$ cat src/rtl/lock_controller_if.sv
// Keypad/checker-facing signal bundle for lock_controller; master is the controller side.
interface lock_controller_if;
  logic       bstate;
  logic [3:0] button;
  logic       correct;
  logic       dataready;
  logic [1:0] compareType;
  logic       readInput;
  logic       store;
  logic       unlocked;
  logic       alarm;
  logic [1:0] fail_count;
  logic [2:0] state;

  modport master (
    input  bstate, button, correct, dataready,
    output compareType, readInput, store, unlocked, alarm, fail_count, state
  );

  modport slave (
    output bstate, button, correct, dataready,
    input  compareType, readInput, store, unlocked, alarm, fail_count, state
  );
endinterface

$ cat src/rtl/lock_controller.sv
// Keypad lock FSM: code check, code change with confirm, fail counting and alarm.
// Optional auto-relock of OPEN is enabled by defining LOCK_AUTO_RELOCK_EN.
module lock_controller #(
  parameter int SETTLE_CYCLES = 4,
  parameter int RELOCK_CYCLES = 12000000,
  parameter int MAX_FAILS     = 3
) (
  input logic              hwclk,
  input logic              rst,
  lock_controller_if.master bus
);

  typedef enum logic [2:0] {
    LOCKED     = 3'd0,
    CHECK      = 3'd1,
    OPEN       = 3'd2,
    NEW_CODE   = 3'd3,
    CHECK_NEW  = 3'd4,
    CONFIRM    = 3'd5,
    CHECK_CONF = 3'd6,
    ALARM      = 3'd7
  } state_e;

  localparam int SW = (SETTLE_CYCLES > 1) ? $clog2(SETTLE_CYCLES) : 1;
  localparam logic [3:0] KEY_ENTER = 4'd8;
  localparam logic [3:0] KEY_MODE  = 4'd9;
  localparam logic [3:0] KEY_CLEAR = 4'd7;

  logic          sync1_q, sync2_q, sync3_q;
  logic [3:0]    key_q;
  state_e        state_q, state_d;
  logic [SW-1:0] settle_q, settle_d;
  logic [1:0]    fails_q, fails_d;
  logic [1:0]    store_cnt_q, store_cnt_d;
  logic          alarm_wait_q, alarm_wait_d;

  logic [1:0]    ct_q, ct_d;
  logic          ri_q, ri_d;
  logic          store_q, store_d;
  logic          unl_q, unl_d;
  logic          alm_q, alm_d;
  logic [1:0]    fc_q;
  logic [2:0]    st_q;

  logic          key_rel;
  logic          key_enter, key_mode, key_clear;
  logic          settle_done;
  logic [1:0]    fail_next;
  logic          relock_done;
  logic          unused_dataready;

  assign unused_dataready = bus.dataready;

  always_ff @(posedge hwclk) begin
    if (rst) begin
      sync1_q <= 1'b0;
      sync2_q <= 1'b0;
      sync3_q <= 1'b0;
      key_q   <= 4'd0;
    end else begin
      sync1_q <= bus.bstate;
      sync2_q <= sync1_q;
      sync3_q <= sync2_q;
      if (sync2_q) key_q <= bus.button;
    end
  end

  assign key_rel     = sync3_q & ~sync2_q;
  assign key_enter   = key_rel && (key_q == KEY_ENTER);
  assign key_mode    = key_rel && (key_q == KEY_MODE);
  assign key_clear   = key_rel && (key_q == KEY_CLEAR);
  assign settle_done = (settle_q == SW'(SETTLE_CYCLES - 1));
  assign fail_next   = (fails_q == 2'(MAX_FAILS)) ? fails_q : fails_q + 2'd1;

`ifdef LOCK_AUTO_RELOCK_EN
  localparam int RW = $clog2(RELOCK_CYCLES + 1);
  logic [RW-1:0] relock_q, relock_d;

  // Held at zero outside OPEN, so every entry into OPEN starts a fresh timeout.
  always_comb begin
    relock_d = relock_q + RW'(1);
    if (state_q != OPEN) relock_d = '0;
  end

  assign relock_done = (state_q == OPEN) && (relock_q == RW'(RELOCK_CYCLES - 1));

  always_ff @(posedge hwclk) begin
    if (rst) relock_q <= '0;
    else     relock_q <= relock_d;
  end
`else
  logic unused_relock;
  assign unused_relock = (RELOCK_CYCLES > 0);
  assign relock_done   = 1'b0;
`endif

  always_comb begin
    state_d      = state_q;
    settle_d     = settle_q;
    fails_d      = fails_q;
    store_cnt_d  = store_cnt_q;
    alarm_wait_d = alarm_wait_q;
    case (state_q)
      LOCKED: begin
        if (key_enter) begin
          state_d  = CHECK;
          settle_d = '0;
        end
      end
      CHECK: begin
        settle_d = settle_q + SW'(1);
        if (settle_done) begin
          if (bus.correct) begin
            state_d = OPEN;
            fails_d = 2'd0;
          end else begin
            fails_d = fail_next;
            state_d = (fail_next == 2'(MAX_FAILS)) ? ALARM : LOCKED;
          end
        end
      end
      OPEN: begin
        if (relock_done)    state_d = LOCKED;
        else if (key_mode)  state_d = NEW_CODE;
        else if (key_clear) state_d = LOCKED;
      end
      NEW_CODE: begin
        if (key_enter) begin
          state_d  = CHECK_NEW;
          settle_d = '0;
        end else if (key_mode) begin
          state_d = OPEN;
        end
      end
      CHECK_NEW: begin
        settle_d = settle_q + SW'(1);
        if (settle_done) state_d = bus.correct ? CONFIRM : OPEN;
      end
      CONFIRM: begin
        if (key_enter) begin
          state_d     = CHECK_CONF;
          settle_d    = '0;
          store_cnt_d = 2'd0;
        end else if (key_mode) begin
          state_d = OPEN;
        end
      end
      CHECK_CONF: begin
        // After a successful confirm, store_cnt_q paces the two-cycle commit pulse.
        if (store_cnt_q != 2'd0) begin
          store_cnt_d = store_cnt_q - 2'd1;
          if (store_cnt_q == 2'd1) state_d = LOCKED;
        end else begin
          settle_d = settle_q + SW'(1);
          if (settle_done) begin
            if (bus.correct) store_cnt_d = 2'd2;
            else             state_d     = OPEN;
          end
        end
      end
      ALARM: begin
        if (alarm_wait_q) begin
          settle_d = settle_q + SW'(1);
          if (settle_done) begin
            alarm_wait_d = 1'b0;
            if (bus.correct) begin
              state_d = LOCKED;
              fails_d = 2'd0;
            end
          end
        end else if (key_enter) begin
          alarm_wait_d = 1'b1;
          settle_d     = '0;
        end
      end
      default: state_d = LOCKED;
    endcase
  end

  always_comb begin
    ct_d    = 2'b01;
    ri_d    = 1'b1;
    store_d = 1'b0;
    unl_d   = (state_q == OPEN);
    alm_d   = (state_q == ALARM);
    case (state_q)
      NEW_CODE, CHECK_NEW:  ct_d = 2'b11;
      CONFIRM, CHECK_CONF:  ct_d = 2'b10;
      ALARM:                ct_d = 2'b00;
      default:              ct_d = 2'b01;
    endcase
    if (state_q == CHECK || state_q == CHECK_NEW || state_q == CHECK_CONF) ri_d = 1'b0;
    if (state_q == CHECK_CONF && store_cnt_q != 2'd0) store_d = 1'b1;
  end

  always_ff @(posedge hwclk) begin
    if (rst) begin
      state_q      <= LOCKED;
      settle_q     <= '0;
      fails_q      <= 2'd0;
      store_cnt_q  <= 2'd0;
      alarm_wait_q <= 1'b0;
      ct_q         <= 2'b01;
      ri_q         <= 1'b1;
      store_q      <= 1'b0;
      unl_q        <= 1'b0;
      alm_q        <= 1'b0;
      fc_q         <= 2'd0;
      st_q         <= 3'd0;
    end else begin
      state_q      <= state_d;
      settle_q     <= settle_d;
      fails_q      <= fails_d;
      store_cnt_q  <= store_cnt_d;
      alarm_wait_q <= alarm_wait_d;
      ct_q         <= ct_d;
      ri_q         <= ri_d;
      store_q      <= store_d;
      unl_q        <= unl_d;
      alm_q        <= alm_d;
      fc_q         <= fails_q;
      st_q         <= state_q;
    end
  end

  assign bus.compareType = ct_q;
  assign bus.readInput   = ri_q;
  assign bus.store       = store_q;
  assign bus.unlocked    = unl_q;
  assign bus.alarm       = alm_q;
  assign bus.fail_count  = fc_q;
  assign bus.state       = st_q;

endmodule

$ cat src/flat_wrapper.sv
// flat-port wrapper written by rule: the top's interface ports become plain ports
module lock_controller_flat 
#(
  parameter int SETTLE_CYCLES = 4,
  parameter int RELOCK_CYCLES = 12000000,
  parameter int MAX_FAILS     = 3
)
  (hwclk, rst, bus_bstate, bus_button, bus_correct, bus_dataready, bus_compareType, bus_readInput, bus_store, bus_unlocked, bus_alarm, bus_fail_count, bus_state);
  lock_controller_if bus_i ();
  input logic hwclk;
  input logic rst;
  input wire logic [$bits(bus_i.bstate)-1:0] bus_bstate;
  input wire logic [$bits(bus_i.button)-1:0] bus_button;
  input wire logic [$bits(bus_i.correct)-1:0] bus_correct;
  input wire logic [$bits(bus_i.dataready)-1:0] bus_dataready;
  output wire logic [$bits(bus_i.compareType)-1:0] bus_compareType;
  output wire logic [$bits(bus_i.readInput)-1:0] bus_readInput;
  output wire logic [$bits(bus_i.store)-1:0] bus_store;
  output wire logic [$bits(bus_i.unlocked)-1:0] bus_unlocked;
  output wire logic [$bits(bus_i.alarm)-1:0] bus_alarm;
  output wire logic [$bits(bus_i.fail_count)-1:0] bus_fail_count;
  output wire logic [$bits(bus_i.state)-1:0] bus_state;
  assign bus_i.bstate = bus_bstate;
  assign bus_i.button = bus_button;
  assign bus_i.correct = bus_correct;
  assign bus_i.dataready = bus_dataready;
  assign bus_compareType = bus_i.compareType;
  assign bus_readInput = bus_i.readInput;
  assign bus_store = bus_i.store;
  assign bus_unlocked = bus_i.unlocked;
  assign bus_alarm = bus_i.alarm;
  assign bus_fail_count = bus_i.fail_count;
  assign bus_state = bus_i.state;
  lock_controller #(.SETTLE_CYCLES(SETTLE_CYCLES), .RELOCK_CYCLES(RELOCK_CYCLES), .MAX_FAILS(MAX_FAILS)) u_core (.hwclk(hwclk), .rst(rst), .bus(bus_i));
endmodule
$ cat config.mk
export PLATFORM = sky130hd
export DESIGN_NAME = lock_controller_flat
export DESIGN_NICKNAME = d
export VERILOG_FILES = /design/src/rtl/lock_controller_if.sv /design/src/rtl/lock_controller.sv /design/src/flat_wrapper.sv
export SDC_FILE = /design/constraint.sdc
export NUM_CORES = 1
export LEC_CHECK = 0
export ABC_CLOCK_PERIOD_IN_PS = 2800
export CAP_MARGIN = 20
export CORE_MARGIN = 3
export CORE_UTILIZATION = 57
export DETAILED_ROUTE_END_ITERATION = 8
export PLACE_DENSITY = 0.93
export SYNTH_ARGS = -nofsm -noshare
export SYNTH_HDL_FRONTEND = slang
export SYNTH_SLANG_ARGS = --single-unit
$ cat constraint.sdc
create_clock -name hwclk -period 2.8 [get_ports hwclk]
set_input_delay 0.42 -clock hwclk [delete_from_list [all_inputs] [get_ports hwclk]]
set_output_delay 0.42 -clock hwclk [all_outputs]
set_load 0.01 [all_outputs]
Word level (Yosys, flattened, before mapping):

Index checks and enable logic that the tools add are counted.

* register bits after elaboration: 28
* bits of input ports: 9
* output and inout port bits: 11
* logic and storage cells: 108

* $add $sub $neg: 3
* equal/unequal tests: 27
* muxes and demuxes: 41
* bitwise logic cells: 2
* reductions and logical operators: 19

Operators by type and width (number)
* $mux 3: 18
* $mux 2: 13
* $pmux 3 s8: 1
* $eq 3x3->1 const B: 4
* $ne 2x1->1 const B: 5
* $reduce_and 10->1: 1
* $eq 4x4->1 const B: 2
* $pmux 2 s2: 2
* $pmux 2 s4: 1
* $eq 2x2->1 const B: 3
* $eq 3x2->1 const B: 2
* $ne 2x2->1 const B: 3
* $ne 3x2->1 const B: 2
* $ne 3x3->1 const B: 2
* $pmux 2 s3: 1
* $reduce_bool 2->1: 3
* $reduce_or 2->1: 3
* $mux 1: 5
* $reduce_and 5->1: 1
* $add 2x1->2 const B: 2
* $eq 4x3->1 const B: 1
* $logic_and 1x1->1: 4
* $reduce_and 4->1: 1
* $reduce_bool 4->1: 1
* other kinds (10): 11

Longest topological paths before layout:

* word-level depth: 7
* depth in mapped cells: 7
* gate-level depth less buffers: 7

Worst setup path after synthesis:

OpenSTA, ideal clock, no wires.

* kind: input-to-reg
* start point: in bus_correct
* end point: reg u_core.state_q[1]
* setup time: 0.121 ns
* data arrival time: 1.703 ns
* data required time: 2.679 ns
* slack: 0.975 ns
* cell stages on the path: 6
* path buffers: 1
* cells stage by stage: buf_2 and2_1 o22ai_2 and2_0 or4_4 mux2_4

* word-level cells in the longest chain between the ends: 3
* elaborated cells on any way between the ends: 8
* those cells by class: 2 x eq/ne; 5 x mux; 1 x reduce/logical

RTL lines
* start: declaration: line flat_wrapper.sv:14 `input wire logic [$bits(bus_i.correct)-1:0] bus_correct;`
* $mux 3 (on tied branches): line lock_controller.sv:137, lock_controller.sv:113
* $mux 3 (on tied branches): line lock_controller.sv:137, lock_controller.sv:112
* $pmux 3 s8: line lock_controller.sv:103 `case (state_q)`
* end signal: assignment: line lock_controller.sv:211 `state_q <= state_d;`
* end: declaration: line lock_controller.sv:31 `state_e state_q, state_d;`

Parallel ways exist; a longest one is shown, timed or not. The select of a mux whose other input is x is not followed.
A chain may end at the register's enable or synchronous reset.

Worst setup path in the final report:

* start point: reg u_core.state_q[2]
* end point: reg u_core.state_q[1]

* word-level cells in the longest chain between the ends: 3
* elaborated cells on any way between the ends: 20
* those cells by class: 17 x eq/ne; 1 x mux; 2 x reduce/logical

RTL lines (line)
* $eq 3x2->1 (tied with other cells): lock_controller.sv:103
* $ne 3x3->1 (no line) (tied with other cells)
* $reduce_and 10->1 (no line)

Parallel ways exist; a longest one is shown, timed or not.

==> qor.yml <==
floorplanning:
  ioPinCount: 20
  dieWidth_um: 54.98
  coreArea_um2: 2255
  die-area_um2: 3023
  die_y_um: 54.98
  row_count: 17
  initial_utilization_pct: 60.65
hold_path:
  hold_path.class: "flop to flop"
final_layout:
  layout.cells.most_common: "dfxtp_1"
  final_area_um2: 1580
  final_nets: 178
  fillCellCount: 174
  layout-drive-gt1-share_pct: 7.317
  layout_common_cells: "28 x dfxtp_1, 18 x clkdlybuf4s50_1, 15 x nor2_1, 8 x inv_1, 8 x nand2_1"
  n_antenna_cell: 0
  syn_to_final_growth_pct: 15.55
placed_design:
  port_buffers: 18
  dpl-instance-area_um2: 1544
  hpwl_um: 2026
  gp_congestion: 0.9161
yosys:
  synth_largest_type_area_fraction_pct: 40.99
  yosysUniqueCellTypes: 45
  yosys_warnings: 0
  syn_avg_cell_area_um2: 9.117
  synth_nets: 163
  synthFlopType: "dfxtp_1"
  synth_edf_count: 0
  syn_area_um2: 1368
  yosysSeqAreaShare_pct: 40.99
  synthArstFlopShare_pct: 0
  synthTopCellsByArea: "dfxtp_1 41%, nor2_1 4.1%, ha_1 3.7%"
  synth_top_area_cell: "dfxtp_1"
  synth-seq-cells: 28
  syn_inst: 150
grt:
  overflow: 0
  top_usage_layer: "met2"
  grt_start_max_net_pins: 21
  met2_usage_pct: 37.60
  grtUsageTotal_pct: 22.07
  gr-usage-met1_pct: 26.28
  grt_pass1_wl_um: 4733
  grt_pass1_vias: 1092
  antenna_found_initial: 0
  globalRouteMet3Util_pct: 3.485
flow_run:
  cap_violations: 0
sta:
  finalMaxSlewViolations: 0
  setup_viol: 0
  finalHoldViolations: 0
  min_period_over_period_pct: 80.87
  fin_crit_ns: 2.264
  worst_pin_slew_ns: 0.7215
  timing.fmax_ghz: 0.4416
  max_slew_margin_pct: 51.84
  finClkSkew_ns: 0.003901
  setup_tns_ns: 0
  rsz0062_at_grt: "no"
drt:
  drc: 0
  route.vias.total: 1157
  avgRoutedWirePerCell_um: 14.84
  viasPerCell: 6.026
  firstDrtPassIters: 4
  wl_um: 2850
  antenna_left: 0
  detail_route.iter0.violations: 47
clock_tree:
  clock_latency_ns: 0.33
  cts_htree_levels: 1
  cts_buffer_depth: 2
  cts_resized: 0
  cts_sinks: 28
  cts_tree: "done"
  cts-root-buf: "clkbuf_4"
  cts_made_buffers: 3
  cts_hold_buf: 0
  postCtsSetupBuffers: 0
  path_clk_slew_ns: 0.14
status:
  status: "complete, no violations"
power_and_ir_drop:
  p_leak_nw: 0.5752
  p_per_area_nw_per_um2: 441.0
  ir_worst_vdd_uv: 378.9
setup_path:
  path_max_fanout: 16
  setup.worst_path.end_class: "flop"
  arrival_ns: 2.50
  start_kind: "flop"
  path_class: "flop to flop"
  cp.required_ns: 3.04
-- per-stage QoR --
stage | power [mW] | worst slack, ns | util [%] | cells | hold WS [ns]
global placement | 0.5021 | 0.4485 | 68.48 | 188 | 0.4207
floorplan | 0.4803 | 0.9753 | - | 150 | 0.4138
CTS | 0.6988 | 0.5786 | 70.09 | 192 | 0.4616
global route | 0.7200 | 0.4524 | 70.09 | 192 | 0.4719
finish | 0.6969 | 0.5355 | 70.09 | 192 | 0.4583
detailed placement | 0.5067 | 0.3912 | 68.48 | 188 | 0.4262
-- registers in the layout (all words and copies together) (netlist names) --
| register | cells |
|---|---|
| u_core.alarm_wait_q | 1 |
| u_core.bus.alarm | 1 |
| u_core.bus.compareType | 2 |
| u_core.bus.fail_count | 2 |
| u_core.bus.readInput | 1 |
| u_core.bus.state | 3 |
| u_core.bus.store | 1 |
| u_core.bus.unlocked | 1 |
| u_core.fails_q | 2 |
| u_core.key_q | 4 |
| u_core.settle_q | 2 |
| u_core.state_q | 3 |
| u_core.store_cnt_q | 2 |
| u_core.sync1_q | 1 |
| u_core.sync2_q | 1 |
| u_core.sync3_q | 1 |
-- cells in the mapped netlist (2+ instances only) --
cell	instances
a21o_1	2
dfxtp_1	28
nand3_1	5
inv_1	8
nand2b_1	5
o21ai_0	7
a31oi_1	3
mux2i_1	5
nand3b_1	4
clkbuf_1	6
nor2b_1	7
o22ai_1	2
ha_1	4
nand2_1	8
nor2_1	15
a21oi_1	6
o21a_1	2
nor3_1	6
-- area by class of cell --
class / count / area, um^2 / share of cell area (%)
flip-flops and latches: 28 / 560.5 / 35.47
well taps: 28 / 35.03 / 2.217
repair buffers: 19 / 187.7 / 11.88
inverters: 8 / 30.03 / 1.900
multi-input cells: 105 / 730.7 / 46.24
clock buffers: 4 / 36.28 / 2.296
-- worst max-delay path, cell delays in order (launching register included) --
cell and delay, ns:
dfxtp_1 0.75, inv_1 0.27, nand3_1 0.19, a41oi_1 0.07
or4_4 0.58, mux2_4 0.31
-- logic make-up after synthesis --
family / after synthesis / synth area share [%]
compound gates: 33 / 16.47
xor+xnor: 2 / 2.654
fa+ha+maj: 4 / 3.660
buf+inv: 17 / 5.581
flops: 28 / 40.99
mux: 6 / 4.757
simple gates: 60 / 25.89
-- power by group --
| part | internal (mW) | leakage [nW] | switching, mW | total, mW |
|---|---|---|---|---|
| Clock | 0.0797 | 0.0210 | 0.117 | 0.196 |
| Combinational | 0.0409 | 0.328 | 0.0348 | 0.0758 |
| Sequential | 0.409 | 0.227 | 0.0154 | 0.425 |
| Total | 0.530 | 0.575 | 0.167 | 0.697 |
-- final timing paths --
check | cells after the start | startpoint | to | slack [ns]
worst max-delay path | 5 | u_core.state_q[2] | u_core.state_q[1] | 0.54
worst min-delay path | 1 | u_core.sync1_q | u_core.sync2_q | 0.46
worst max register to register | 5 | u_core.state_q[2] | u_core.state_q[1] | 0.54
worst min register to register | 1 | u_core.sync1_q | u_core.sync2_q | 0.46
-- metal layers --
metal / share of wire [%] / vias to the layer above
met4: 3.2 / 0
li1: - / 556
met1: 41 / 526
met3: 6.7 / 13
met5: 0 / -
met2: 50 / 62
Note: power is estimated with default switching activity, not from simulation.
